**src/rtl/arcade_ctrl_pkg.sv**
```systemverilog
// Shared indices, state encodings and the direction-cleaning helper for the arcade control hub.
package arcade_ctrl_pkg;

  localparam int IDX_UP    = 0;
  localparam int IDX_DOWN  = 1;
  localparam int IDX_LEFT  = 2;
  localparam int IDX_RIGHT = 3;
  localparam int IDX_BTN0  = 4;

  typedef enum logic [1:0] {C_IDLE, C_HOLD, C_WAIT_REL} coin_st_e;
  typedef enum logic       {R_IDLE, R_PULSE}            rst_st_e;

  // Opposing directions cancel each other so the core never sees an impossible stick position.
  function automatic logic [3:0] socd_clean(input logic [3:0] dir);
    logic [3:0] res;
    res = dir;
    if (dir[IDX_UP] && dir[IDX_DOWN]) begin
      res[IDX_UP]   = 1'b0;
      res[IDX_DOWN] = 1'b0;
    end
    if (dir[IDX_LEFT] && dir[IDX_RIGHT]) begin
      res[IDX_LEFT]  = 1'b0;
      res[IDX_RIGHT] = 1'b0;
    end
    return res;
  endfunction

endpackage

```
**src/rtl/arcade_ctrl_if.sv**
```systemverilog
// Keyboard/DB9 request bundle and the merged control outputs toward the arcade core.
interface arcade_ctrl_if #(
  parameter int NUM_PLAYERS = 2,
  parameter int BTN_W       = 3
);
  localparam int W = 4 + BTN_W;

  logic [NUM_PLAYERS*W-1:0] kbd_joy_i;
  logic [NUM_PLAYERS*W-1:0] db9_n_i;
  logic [NUM_PLAYERS-1:0]   kbd_coin_i;
  logic [NUM_PLAYERS-1:0]   kbd_start_i;
  logic                     kbd_scandbl_i;
  logic                     kbd_scanl_i;
  logic                     kbd_reset_i;
  logic [NUM_PLAYERS-1:0]   kbd_autofire_i;

  logic [NUM_PLAYERS*W-1:0] joy_o;
  logic [NUM_PLAYERS-1:0]   coin_o;
  logic [NUM_PLAYERS-1:0]   start_o;
  logic                     scandbl_dis_o;
  logic [1:0]               scanlines_o;
  logic                     core_reset_o;

  modport master (
    output kbd_joy_i, db9_n_i, kbd_coin_i, kbd_start_i, kbd_scandbl_i,
           kbd_scanl_i, kbd_reset_i, kbd_autofire_i,
    input  joy_o, coin_o, start_o, scandbl_dis_o, scanlines_o, core_reset_o
  );

  modport slave (
    input  kbd_joy_i, db9_n_i, kbd_coin_i, kbd_start_i, kbd_scandbl_i,
           kbd_scanl_i, kbd_reset_i, kbd_autofire_i,
    output joy_o, coin_o, start_o, scandbl_dis_o, scanlines_o, core_reset_o
  );

endinterface

```
**src/rtl/ctrl_debounce.sv**
```systemverilog
// Two-flop synchroniser plus per-bit debounce for active-low DB9 pins; output is active-high.
module ctrl_debounce #(
  parameter int WIDTH   = 1,
  parameter int DEB_CYC = 240000
) (
  input  logic             clk_i,
  input  logic             reset_i,
  input  logic [WIDTH-1:0] din_n,
  output logic [WIDTH-1:0] dout
);
  localparam int CW = $clog2(DEB_CYC + 1);

  logic [WIDTH-1:0] sync1;
  logic [WIDTH-1:0] sync2;
  logic [WIDTH-1:0] accepted;
  logic [CW-1:0]    cnt [WIDTH];

  // Idle pins read high, so the synchroniser resets to released and nothing is accepted.
  always_ff @(posedge clk_i) begin
    if (reset_i) begin
      sync1    <= '1;
      sync2    <= '1;
      accepted <= '0;
      for (int i = 0; i < WIDTH; i++) cnt[i] <= '0;
    end else begin
      sync1 <= din_n;
      sync2 <= sync1;
      for (int i = 0; i < WIDTH; i++) begin
        if (!sync2[i] != accepted[i]) begin
          if (cnt[i] == CW'(DEB_CYC - 1)) begin
            accepted[i] <= !sync2[i];
            cnt[i]      <= '0;
          end else begin
            cnt[i] <= cnt[i] + 1'b1;
          end
        end else begin
          cnt[i] <= '0;
        end
      end
    end
  end

  assign dout = accepted;

endmodule

```
**src/rtl/arcade_ctrl_hub.sv**
```systemverilog
// Arcade control front-end: joystick merge, coin/start, video toggles and core reset pulse.
// Optional autofire is built only when AUTOFIRE_EN is defined.
module arcade_ctrl_hub
  import arcade_ctrl_pkg::*;
#(
  parameter int NUM_PLAYERS = 2,
  parameter int BTN_W       = 3,
  parameter int DEB_CYC     = 240000,
  parameter int COIN_CYC    = 2400000,
  parameter int RST_CYC     = 65536,
  parameter int SL_LEVELS   = 4,
  parameter int AF_HALF_CYC = 1200000
) (
  input  logic          clk_i,
  input  logic          reset_i,
  arcade_ctrl_if.slave  bus
);
  localparam int W   = 4 + BTN_W;
  localparam int PW  = NUM_PLAYERS * W;
  localparam int CCW = $clog2(COIN_CYC + 1);
  localparam int RCW = $clog2(RST_CYC + 1);
  localparam logic [1:0] SL_MAX = 2'(SL_LEVELS - 1);

  logic [PW-1:0] deb;
  logic [PW-1:0] raw;
  logic [PW-1:0] clean;
  logic [PW-1:0] joy_q;

  ctrl_debounce #(.WIDTH(PW), .DEB_CYC(DEB_CYC)) u_debounce (
    .clk_i   (clk_i),
    .reset_i (reset_i),
    .din_n   (bus.db9_n_i),
    .dout    (deb)
  );

  logic [NUM_PLAYERS-1:0] coin_q, coin_qq, start_q;
  logic scandbl_q, scandbl_qq, scanl_q, scanl_qq, rst_q, rst_qq;

  // Requests are plain levels; one register stage plus a delayed copy gives clean rising edges.
  always_ff @(posedge clk_i) begin
    if (reset_i) begin
      coin_q     <= '0;
      coin_qq    <= '0;
      start_q    <= '0;
      scandbl_q  <= 1'b0;
      scandbl_qq <= 1'b0;
      scanl_q    <= 1'b0;
      scanl_qq   <= 1'b0;
      rst_q      <= 1'b0;
      rst_qq     <= 1'b0;
    end else begin
      coin_q     <= bus.kbd_coin_i;
      coin_qq    <= coin_q;
      start_q    <= bus.kbd_start_i;
      scandbl_q  <= bus.kbd_scandbl_i;
      scandbl_qq <= scandbl_q;
      scanl_q    <= bus.kbd_scanl_i;
      scanl_qq   <= scanl_q;
      rst_q      <= bus.kbd_reset_i;
      rst_qq     <= rst_q;
    end
  end

  logic [NUM_PLAYERS-1:0] coin_rise;
  logic scandbl_rise, scanl_rise, rst_rise;
  assign coin_rise    = coin_q & ~coin_qq;
  assign scandbl_rise = scandbl_q & ~scandbl_qq;
  assign scanl_rise   = scanl_q & ~scanl_qq;
  assign rst_rise     = rst_q & ~rst_qq;

  assign raw = bus.kbd_joy_i | deb;

`ifdef AUTOFIRE_EN
  localparam int AFW = $clog2(AF_HALF_CYC + 1);
  logic [NUM_PLAYERS-1:0] af_q, af_qq, af_on, af_phase;
  logic [AFW-1:0]         af_cnt [NUM_PLAYERS];

  // The phase restarts high whenever button 0 is released so every press begins with a shot.
  always_ff @(posedge clk_i) begin
    if (reset_i) begin
      af_q     <= '0;
      af_qq    <= '0;
      af_on    <= '0;
      af_phase <= '1;
      for (int p = 0; p < NUM_PLAYERS; p++) af_cnt[p] <= '0;
    end else begin
      af_q  <= bus.kbd_autofire_i;
      af_qq <= af_q;
      af_on <= af_on ^ (af_q & ~af_qq);
      for (int p = 0; p < NUM_PLAYERS; p++) begin
        if (!raw[p*W + IDX_BTN0]) begin
          af_phase[p] <= 1'b1;
          af_cnt[p]   <= '0;
        end else if (af_cnt[p] == AFW'(AF_HALF_CYC - 1)) begin
          af_phase[p] <= ~af_phase[p];
          af_cnt[p]   <= '0;
        end else begin
          af_cnt[p] <= af_cnt[p] + 1'b1;
        end
      end
    end
  end
`else
  logic unused_autofire;
  assign unused_autofire = ^{bus.kbd_autofire_i, AF_HALF_CYC[0]};
`endif

  always_comb begin
    clean = '0;
    for (int p = 0; p < NUM_PLAYERS; p++) begin
      clean[p*W +: 4]     = socd_clean(raw[p*W +: 4]);
      clean[p*W+4 +: BTN_W] = raw[p*W+4 +: BTN_W];
`ifdef AUTOFIRE_EN
      clean[p*W + IDX_BTN0] = raw[p*W + IDX_BTN0] & (~af_on[p] | af_phase[p]);
`endif
    end
  end

  always_ff @(posedge clk_i) begin
    if (reset_i) joy_q <= '0;
    else         joy_q <= clean;
  end

  coin_st_e               coin_st [NUM_PLAYERS];
  coin_st_e               coin_nx [NUM_PLAYERS];
  logic [CCW-1:0]         coin_cnt [NUM_PLAYERS];
  logic [CCW-1:0]         coin_cnt_nx [NUM_PLAYERS];
  logic [NUM_PLAYERS-1:0] coin_out;

  always_ff @(posedge clk_i) begin
    for (int p = 0; p < NUM_PLAYERS; p++) begin
      if (reset_i) begin
        coin_st[p]  <= C_IDLE;
        coin_cnt[p] <= '0;
      end else begin
        coin_st[p]  <= coin_nx[p];
        coin_cnt[p] <= coin_cnt_nx[p];
      end
    end
  end

  // A held key produces one pulse; the FSM waits for release before it can fire again.
  always_comb begin
    coin_out = '0;
    for (int p = 0; p < NUM_PLAYERS; p++) begin
      coin_nx[p]     = coin_st[p];
      coin_cnt_nx[p] = coin_cnt[p];
      unique case (coin_st[p])
        C_IDLE: begin
          if (coin_rise[p]) begin
            coin_nx[p]     = C_HOLD;
            coin_cnt_nx[p] = '0;
          end
        end
        C_HOLD: begin
          coin_out[p] = 1'b1;
          if (coin_cnt[p] == CCW'(COIN_CYC - 1)) begin
            coin_nx[p]     = C_WAIT_REL;
            coin_cnt_nx[p] = '0;
          end else begin
            coin_cnt_nx[p] = coin_cnt[p] + 1'b1;
          end
        end
        C_WAIT_REL: begin
          if (!coin_q[p]) coin_nx[p] = C_IDLE;
        end
        default: coin_nx[p] = C_IDLE;
      endcase
    end
  end

  rst_st_e        rst_st, rst_nx;
  logic [RCW-1:0] rst_cnt, rst_cnt_nx;

  // Hub reset parks the FSM in PULSE so the core is held for a full pulse after power-up.
  always_ff @(posedge clk_i) begin
    if (reset_i) begin
      rst_st  <= R_PULSE;
      rst_cnt <= '0;
    end else begin
      rst_st  <= rst_nx;
      rst_cnt <= rst_cnt_nx;
    end
  end

  always_comb begin
    rst_nx     = rst_st;
    rst_cnt_nx = rst_cnt;
    unique case (rst_st)
      R_IDLE: begin
        if (rst_rise) begin
          rst_nx     = R_PULSE;
          rst_cnt_nx = '0;
        end
      end
      R_PULSE: begin
        if (rst_rise) begin
          rst_cnt_nx = '0;
        end else if (rst_cnt == RCW'(RST_CYC - 1)) begin
          rst_nx     = R_IDLE;
          rst_cnt_nx = '0;
        end else begin
          rst_cnt_nx = rst_cnt + 1'b1;
        end
      end
      default: rst_nx = R_IDLE;
    endcase
  end

  logic       scandbl_dis;
  logic [1:0] sl_level;

  always_ff @(posedge clk_i) begin
    if (reset_i) begin
      scandbl_dis <= 1'b0;
      sl_level    <= '0;
    end else begin
      if (scandbl_rise) scandbl_dis <= ~scandbl_dis;
      if (scanl_rise)   sl_level    <= (sl_level == SL_MAX) ? 2'd0 : sl_level + 2'd1;
    end
  end

  assign bus.joy_o         = joy_q;
  assign bus.coin_o        = coin_out;
  assign bus.start_o       = start_q;
  assign bus.scandbl_dis_o = scandbl_dis;
  assign bus.scanlines_o   = scandbl_dis ? 2'd0 : sl_level;
  assign bus.core_reset_o  = (rst_st == R_PULSE);

endmodule

```
**src/flat_wrapper.sv**
```systemverilog
// flat-port wrapper written by rule: the top's interface ports become plain ports
module arcade_ctrl_hub_flat import arcade_ctrl_pkg::*;
#(
  parameter int NUM_PLAYERS = 2,
  parameter int BTN_W       = 3,
  parameter int DEB_CYC     = 240000,
  parameter int COIN_CYC    = 2400000,
  parameter int RST_CYC     = 65536,
  parameter int SL_LEVELS   = 4,
  parameter int AF_HALF_CYC = 1200000
)
  (clk_i, reset_i, bus_kbd_joy_i, bus_db9_n_i, bus_kbd_coin_i, bus_kbd_start_i, bus_kbd_scandbl_i, bus_kbd_scanl_i, bus_kbd_reset_i, bus_kbd_autofire_i, bus_joy_o, bus_coin_o, bus_start_o, bus_scandbl_dis_o, bus_scanlines_o, bus_core_reset_o);
  arcade_ctrl_if #(.NUM_PLAYERS(NUM_PLAYERS), .BTN_W(BTN_W)) bus_i ();
  input  logic clk_i;
  input  logic reset_i;
  input wire logic [$bits(bus_i.kbd_joy_i)-1:0] bus_kbd_joy_i;
  input wire logic [$bits(bus_i.db9_n_i)-1:0] bus_db9_n_i;
  input wire logic [$bits(bus_i.kbd_coin_i)-1:0] bus_kbd_coin_i;
  input wire logic [$bits(bus_i.kbd_start_i)-1:0] bus_kbd_start_i;
  input wire logic [$bits(bus_i.kbd_scandbl_i)-1:0] bus_kbd_scandbl_i;
  input wire logic [$bits(bus_i.kbd_scanl_i)-1:0] bus_kbd_scanl_i;
  input wire logic [$bits(bus_i.kbd_reset_i)-1:0] bus_kbd_reset_i;
  input wire logic [$bits(bus_i.kbd_autofire_i)-1:0] bus_kbd_autofire_i;
  output wire logic [$bits(bus_i.joy_o)-1:0] bus_joy_o;
  output wire logic [$bits(bus_i.coin_o)-1:0] bus_coin_o;
  output wire logic [$bits(bus_i.start_o)-1:0] bus_start_o;
  output wire logic [$bits(bus_i.scandbl_dis_o)-1:0] bus_scandbl_dis_o;
  output wire logic [$bits(bus_i.scanlines_o)-1:0] bus_scanlines_o;
  output wire logic [$bits(bus_i.core_reset_o)-1:0] bus_core_reset_o;
  assign bus_i.kbd_joy_i = bus_kbd_joy_i;
  assign bus_i.db9_n_i = bus_db9_n_i;
  assign bus_i.kbd_coin_i = bus_kbd_coin_i;
  assign bus_i.kbd_start_i = bus_kbd_start_i;
  assign bus_i.kbd_scandbl_i = bus_kbd_scandbl_i;
  assign bus_i.kbd_scanl_i = bus_kbd_scanl_i;
  assign bus_i.kbd_reset_i = bus_kbd_reset_i;
  assign bus_i.kbd_autofire_i = bus_kbd_autofire_i;
  assign bus_joy_o = bus_i.joy_o;
  assign bus_coin_o = bus_i.coin_o;
  assign bus_start_o = bus_i.start_o;
  assign bus_scandbl_dis_o = bus_i.scandbl_dis_o;
  assign bus_scanlines_o = bus_i.scanlines_o;
  assign bus_core_reset_o = bus_i.core_reset_o;
  arcade_ctrl_hub #(.NUM_PLAYERS(NUM_PLAYERS), .BTN_W(BTN_W), .DEB_CYC(DEB_CYC), .COIN_CYC(COIN_CYC), .RST_CYC(RST_CYC), .SL_LEVELS(SL_LEVELS), .AF_HALF_CYC(AF_HALF_CYC)) u_core (.clk_i(clk_i), .reset_i(reset_i), .bus(bus_i));
endmodule
```
**config.mk**
```make
export PLATFORM = sky130hd
export DESIGN_NAME = arcade_ctrl_hub_flat
export DESIGN_NICKNAME = d
export VERILOG_FILES = /design/src/rtl/arcade_ctrl_pkg.sv /design/src/rtl/arcade_ctrl_if.sv /design/src/rtl/ctrl_debounce.sv /design/src/rtl/arcade_ctrl_hub.sv /design/src/flat_wrapper.sv
export SDC_FILE = /design/constraint.sdc
export NUM_CORES = 1
export LEC_CHECK = 0
export CAP_MARGIN = 10
export CORE_UTILIZATION = 60
export DETAILED_ROUTE_END_ITERATION = 8
export PLACE_DENSITY = 0.74
export SYNTH_ARGS = -nofsm -noshare
export SYNTH_HDL_FRONTEND = slang
export SYNTH_HIERARCHICAL = 1
export SYNTH_SLANG_ARGS = --single-unit
```
**constraint.sdc**
```tcl
create_clock -name clk_i -period 2.2 [get_ports clk_i]
set_clock_uncertainty 0.05 [all_clocks]
set_input_delay 0.44 -clock clk_i [delete_from_list [all_inputs] [get_ports clk_i]]
set_output_delay 0.44 -clock clk_i [all_outputs]
set_load 0.02 [all_outputs]
```
==> summary.md, run 1 <==
| Metric | Value |
|---|---|
| Post-CTS Setup Bufs | 0 |
| Rows | 65 |
| Area delta synth->final | 19.6% |
| VDD IR max | 556 uV |
| Slowest CP cell | or4b_1 |
| Pwr Density | 709 nW/um2 |
| Overall Global Routing Usage | 0.223 |
| Ys flop type | edfxtp_1 |
| CORE AREA | 31,700 um2 |
| Port Buffers | 58 |
| DRT iter0 DRCs | 712 |
| Reg2Reg Depth | 5 |
| IO Pins | 61 |
| Syn avg cell area | 10.2 um2 |
| CP required | 2.43 ns |
| Crit path max-delay family | simple AND/OR/NAND/NOR gates |
| Arrival time at the worst endpoint | 2.33 ns |
| Die height | 182 um |
| Setup crit end kind | register |
| Congestion Overflow GR | 0 |
| CP max stage delay | 0.57 ns |
| Hold buffers post-CTS | 0 |
| Clk sink count | 389 |
| Post-Route WL | 36.3 mm |
| Ratio of final minimum period to clock period | 0.954 |
| Critical path fanouts, max | 18 |
| CTS tree | yes |
| Vias per cell | 5.41 |
| Global-route wire length before repair | 63.0 mm |
| Wire length per cell | 13.4 um |
| Residual DRC | 0 |
| Worst path cell trace | or4b_1, nor4_2, a211o_1, buf_12, nor2_1 |
| Final core occ | 0.733 |
| Setup CP Type | register to register |
| Run status | finished clean |
| Fmax achieved | 0.476 GHz |
| RSZ-0062 raised after global routing | no |
| Lkg Pwr | 8.24 nW |
| HP Class | input port to register |
| ANT cells | 0 |
| Period minus WS final | 2.10 ns |
| Mapped cell area | 19,400 um2 |
| Num CTS Buffers | 42 |
| Antenna Nets Post-Route | 0 |
| Fin. max-slew vios | 0 |
| Largest net degree at the start of global routing | 28 |
| DP HPWL | 25.0 mm |
| Total negative slack | 0 ns |
| Slew @ Worst Pin | 0.664 ns |
| Number of flops mapped to enable cells by yosys | 252 |
| Die area | 33,100 um2 |
| Yosys warns | 6 |
| Die width | 182 um |
| Nets | 2,323 |
| WP buf/inv | 1 |
| FFs w/ async S/R, synth | 0 |
| Distinct cells, synth | 73 |
| Seq/Total Area, Yosys | 0.530 |
| Synth Instances | 1,907 |
| TritonRoute pass-1 iters | 5 |
| Starting Density | 0.613 |
| Startpoint Class | register |
| Synthesis-stage register bit count | 389 |
| CTS root buf | clkbuf_16 |
| WHS Path Cells | 2 |
| Slew headroom | 0.554 |
| Gpl congestion | 0.834 |
| Final setup vio count | 0 |
| Insertion delay to the later sink of the worst-skew pair | 0.53 ns |
| Max Cap Violations | 0 |
| Reg clk slew, reported paths | 0.06 ns |
| CP Depth | 5 |
| H-tree levels | 2 |
| Antenna violations before repair | 0 |
| Share of cells above drive strength 1 | 0.0891 |
| Vias | 14.6k |
| Max clock buf depth | 3 |
| Fin. Hold Viols | 0 |
| Vias in the first global route | 14.2k |
-- repair_timing --
action                                  CTS  global route
gates resized for setup                   4             4
endpoints found under the setup margin    3            31
endpoints found under the hold margin     0             0
-- final timing paths --
check                                from                      endpoint  slack (ns)
max          u_core/u_debounce/cnt[0][50]  u_core/u_debounce/cnt[0][42]        0.10
min reg2reg    u_core/u_debounce/sync1[1]    u_core/u_debounce/sync2[1]        0.36
max reg2reg  u_core/u_debounce/cnt[0][50]  u_core/u_debounce/cnt[0][42]        0.10
min                               reset_i         u_core/coin_cnt[0][0]        0.27
-- cells in the mapped netlist, types with 3 or more instances --
library cell  number  area share
edfxtp_1         252        0.39
nand2_1          109       0.021
and2_1             8      0.0026
nand3_2            4      0.0021
a31oi_1           19      0.0061
ha_1              18       0.012
nor4bb_1           4      0.0021
nor2_1           332       0.064
and4_1            20      0.0090
nor2b_1           17      0.0055
nor4b_1            9      0.0041
or4_1             19      0.0073
inv_1             51      0.0098
mux2i_1            3      0.0015
a211oi_1           4      0.0015
buf_2             19      0.0049
buf_4              6      0.0023
nor4_2             6      0.0039
nor3_1            62       0.016
a211o_1            7      0.0032
a21oi_1           58       0.015
dfxtp_1          137        0.14
nor4_1            57       0.018
or3_1             20      0.0064
a41o_1             5      0.0026
and3_1            32       0.010
or2_2             33       0.011
nand4_2            5      0.0032
o21ai_0           25      0.0064
nand4_4            3      0.0033
nand3_1          108       0.028
xor2_1           100       0.045
clkbuf_1          22      0.0042
xnor2_1          144       0.065
nand4_1           84       0.027
nand2b_1          18      0.0058
nand4bb_1          8      0.0046
buf_1              3     0.00058
a21o_1            11      0.0042
nand4b_1           4      0.0018
o31ai_1           13      0.0050
a31o_2             8      0.0036
-- worst register-to-register path, cell delays in order (launching register included) --
cell and delay [ns]:
edfxtp_1 0.44, or4b_1 0.57, nor4_2 0.34, a211o_1 0.24, buf_12 0.15, nor2_1 0.07
-- placed cells by master, fill, tap and decap left out, types with 11 or more instances in the layout --
cell	synthesis	layout
a21o_1	11	11
a21oi_1	58	58
a31oi_1	19	19
and3_1	32	32
and4_1	20	20
buf_4	6	54
clkbuf_16	0	49
clkdlybuf4s50_1	0	54
conb_1	1	252
dfxtp_1	137	136
edfxtp_1	252	252
ha_1	18	18
inv_1	51	51
nand2_1	109	109
nand2b_1	18	17
nand3_1	108	108
nand4_1	84	84
nor2_1	332	332
nor2b_1	17	17
nor3_1	62	61
nor4_1	57	57
o21ai_0	25	25
o31ai_1	13	13
or2_2	33	33
or3_1	20	20
or4_1	19	19
xnor2_1	144	144
xor2_1	100	100
-- state kept, by name (all words and copies together), names as in the netlist --
| signal | flops |
|---|---|
| u_core/u_debounce/dout | 14 |
| u_core/rst_qq | 1 |
| u_core/scandbl_qq | 1 |
| u_core/coin_qq | 2 |
| u_core/coin_q | 2 |
| u_core/sl_level | 2 |
| u_core/bus.joy_o | 14 |
| u_core/coin_cnt | 44 |
| u_core/scanl_q | 1 |
| u_core/scandbl_q | 1 |
| u_core/coin_st | 4 |
| u_core/rst_cnt | 17 |
| u_core/u_debounce/sync1 | 14 |
| u_core/bus.core_reset_o | 1 |
| u_core/u_debounce/sync2 | 14 |
| u_core/rst_q | 1 |
| u_core/u_debounce/cnt | 252 |
| u_core/scanl_qq | 1 |
| u_core/bus.scandbl_dis_o | 1 |
| u_core/bus.start_o | 2 |
-- kinds of logic (layout without fill, tap and decap cells) --
| family | after synthesis | in the layout | share of synthesized area |
|---|---|---|---|
| muxes | 3 | 3 | 0.00154 |
| adders and majority gates | 18 | 18 | 0.0116 |
| xor gates and xnor gates | 244 | 244 | 0.110 |
| DFF | 389 | 389 | 0.530 |
| and+or+nand+nor | 981 | 981 | 0.267 |
| AOI/OAI and AO/OA | 167 | 167 | 0.0561 |
| buffers and inverters | 104 | 246 | 0.0230 |
| other | 1 | 252 | 0.000193 |
-- layer usage --
metal,part of all wire,vias up,GRT usage,routed length [um]
met3,0.039,63,0.0319,1410
li1,-,7402,-,-
met4,0.016,0,0.0618,574
met5,0,-,0,0
met1,0.46,6881,0.291,16700
met2,0.48,271,0.388,17600
-- power breakdown --
part,switching (W),internal [W]
Clock,0.00280,0.00456
Combinational,0.000441,0.000369
Sequential,0.000271,0.00803
-- per-stage QoR --
stage / std cells / hold slack, ns / setup slack, ns / cell area [um2] / power [W]
final: 2702 / 0.268 / 0.101 / 23200 / 0.0165
after global routing: 2702 / 0.257 / 0.0126 / 23200 / 0.0171
after CTS: 2702 / 0.244 / 0.0226 / 23200 / 0.0167
after detailed placement: 2624 / 0.343 / 0.136 / 21700 / 0.00924
after global placement: 2624 / 0.341 / 0.165 / 21700 / 0.00921
after floorplan: 2158 / 0.339 / 0.177 / 20400 / 0.00894
-- cell type report --
type / instances / area (um2)
Clock inverter: 16 / 155
Inverter: 51 / 191
Tap cell: 402 / 503
Sequential cell: 389 / 10300
Clock buffer: 62 / 1340
Timing Repair Buffer: 117 / 1100
Multi-Input combinational cell: 1665 / 9650
Fill cell: 2375 / 8480
(Power assumes the default switching activity.)
==> inputs of run 2 (changes only) <==
- CORE_UTILIZATION: 60 -> 45
- PLACE_DENSITY: 0.74 -> 0.57
==> summary.md, run 2 (synthesis gave the netlist of run 1 again) <==
| Metric | Value |
|---|---|
| Wire length per cell | 12.3 um |
| H-tree levels | 2 |
| Reg2Reg Depth | 5 |
| R2r endpoint | u_core/u_debounce/cnt[1][86] |
| IO Pins | 61 |
| Ratio of final minimum period to clock period | 0.958 |
| Gpl congestion | 0.819 |
| Slew headroom | 0.620 |
| Largest register FFs | 252 |
| Rows | 75 |
| Max clock buf depth | 3 |
| ANT cells | 0 |
| Vias per cell | 4.94 |
| Final setup vio count | 0 |
| Commonest non-fill, non-tap cell in the layout | nor2_1 |
| Worst setup path start | u_core/sl_level[1] |
| Placed cells | 2,804 |
| VDD IR max | 482 uV |
| Global-route wire length before repair | 62.0 mm |
| Run status | finished clean |
| Largest net degree at the start of global routing | 29 |
| Insertion delay to the later sink of the worst-skew pair | 0.56 ns |
| Die area | 44,000 um2 |
| Critical path endpoint | bus_scanlines_o[1] |
| CP required | 1.71 ns |
| TritonRoute pass-1 iters | 5 |
| Slew @ Worst Pin | 0.562 ns |
| Origin of the critical flop-to-flop path | u_core/u_debounce/cnt[1][81] |
| CTS tree | yes |
| Congestion Overflow GR | 0 |
| Fin. max-slew vios | 0 |
| Dpl ws | 0.155 ns |
| Num CTS Buffers | 45 |
| Share of cells above drive strength 1 | 0.0866 |
| Startpoint Class | register |
| FF/Latch Area | 10,300 um2 |
| Port Buffers | 58 |
| Most frequent cells in the layout | nor2_1 (332), edfxtp_1 (252), conb_1 (252) |
| Area delta synth->final | 20.9% |
| Die height | 210 um |
| Vias in the first global route | 13.6k |
| Reg clk slew, reported paths | 0.05 ns |
| Hold Slack | 0.213 ns |
| Multi-input gate area | 9630 um2 |
| Setup CP Type | register to output port |
| Final core occ | 0.555 |
| Residual DRC | 0 |
| Setup crit end kind | output port |
| Fin cells | 2,887 |
| Antenna Nets Post-Route | 0 |
| Lkg Pwr | 8.26 nW |
| Max Cap Violations | 0 |
| Post-Route WL | 35.6 mm |
| Vias | 14.3k |
| Antenna violations before repair | 0 |
| Largest Register | u_core/u_debounce/cnt |
| Fmax achieved | 0.474 GHz |
| Hold buffers post-CTS | 0 |
| FF-to-FF setup slack | 0.18 ns |
| Clk sink count | 389 |
| Period minus WS final | 2.11 ns |
| HP Class | input port to register |
| CTS root buf | clkbuf_16 |
| DRT iter0 DRCs | 698 |
| Pwr Density | 701 nW/um2 |
| DP HPWL | 25.0 mm |
| Arrival time at the worst endpoint | 1.62 ns |
| Fillers | 3,834 |
| Total negative slack | 0 ns |
| Die width | 210 um |
| Nets | 2,331 |
| Final setup margin | 0.0919 ns |
| Largest regs | u_core/u_debounce/cnt: 252 flops, u_core/coin_cnt: 44 flops, u_core/rst_cnt: 17 flops |
| Fin. Hold Viols | 0 |
| Overall Global Routing Usage | 0.166 |
| Critical path fanouts, max | 3 |
| Starting Density | 0.459 |
| RSZ-0062 raised after global routing | no |
| CORE AREA | 42,300 um2 |
[run 2: cell count changes in the layout (fill, tap and decap cells not counted), sizes merged]
cell / before / now
clkbuf: 62 / 71
clkinv: 13 / 6
buf: 60 / 65
bufinv: 3 / 4
clkinvlp: 0 / 1
inv: 51 / 52
[run 2: final cells by class]
cell class | instances | share of cell area
clock buffer | 71 | 0.0556
clock inverter | 12 | 0.00692
multi-input combinational | 1665 | 0.410
sequential | 389 | 0.439
tap | 577 | 0.0307
timing repair buffer | 122 | 0.0504
inverter | 51 | 0.00814
[run 2: worst min-delay path by stage]
stage | from | endpoint | slack (ns) | cells after the start
after floorplan | u_core/u_debounce/sync1[0] | u_core/u_debounce/sync2[0] | 0.34 | 1
after global placement | u_core/u_debounce/sync1[7] | u_core/u_debounce/sync2[7] | 0.34 | 1
after detailed placement | u_core/u_debounce/sync1[11] | u_core/u_debounce/sync2[11] | 0.35 | 1
after CTS | reset_i | u_core/bus.joy_o[6] | 0.18 | 2
after global routing | reset_i | u_core/bus.joy_o[6] | 0.20 | 2
final | reset_i | u_core/bus.joy_o[10] | 0.21 | 2
[run 2: stage by stage]
stage,power (W),cell area [um2]
final,0.0165,23500
after global routing,0.0172,23500
after CTS,0.0168,23500
after detailed placement,0.00925,22000
after global placement,0.00924,22000
after floorplan,0.00894,20400
[run 2: layer usage]
layer  track usage  wire length (um)  vias to the layer above
met3        0.0269              1100                       52
met4        0.0571               824                        0
met1         0.225             17600                     6630
met2         0.269             16100                      159
met5             0                 0                        -
li1              -                 -                     7428
[run 2: worst max-delay path: stages, from the launching register on]
cell             delay, ns
dfxtp_1               0.35
nor2b_1               0.13
clkdlybuf4s50_1       0.60
[run 2: power breakdown]
part | total (W) | leakage, nW | internal (W) | switching, W
registers | 0.00830 | 3.72 | 0.00804 | 0.000264
clock network | 0.00738 | 0.709 | 0.00453 | 0.00284
logic | 0.000808 | 3.83 | 0.000378 | 0.000430
total | 0.0165 | 8.26 | 0.0129 | 0.00354
[run 2: repair_timing]
item	4_1_cts	5_1_grt
buffers inserted	0	0
resized for setup	3	1
endpoints found under the setup margin	2	1
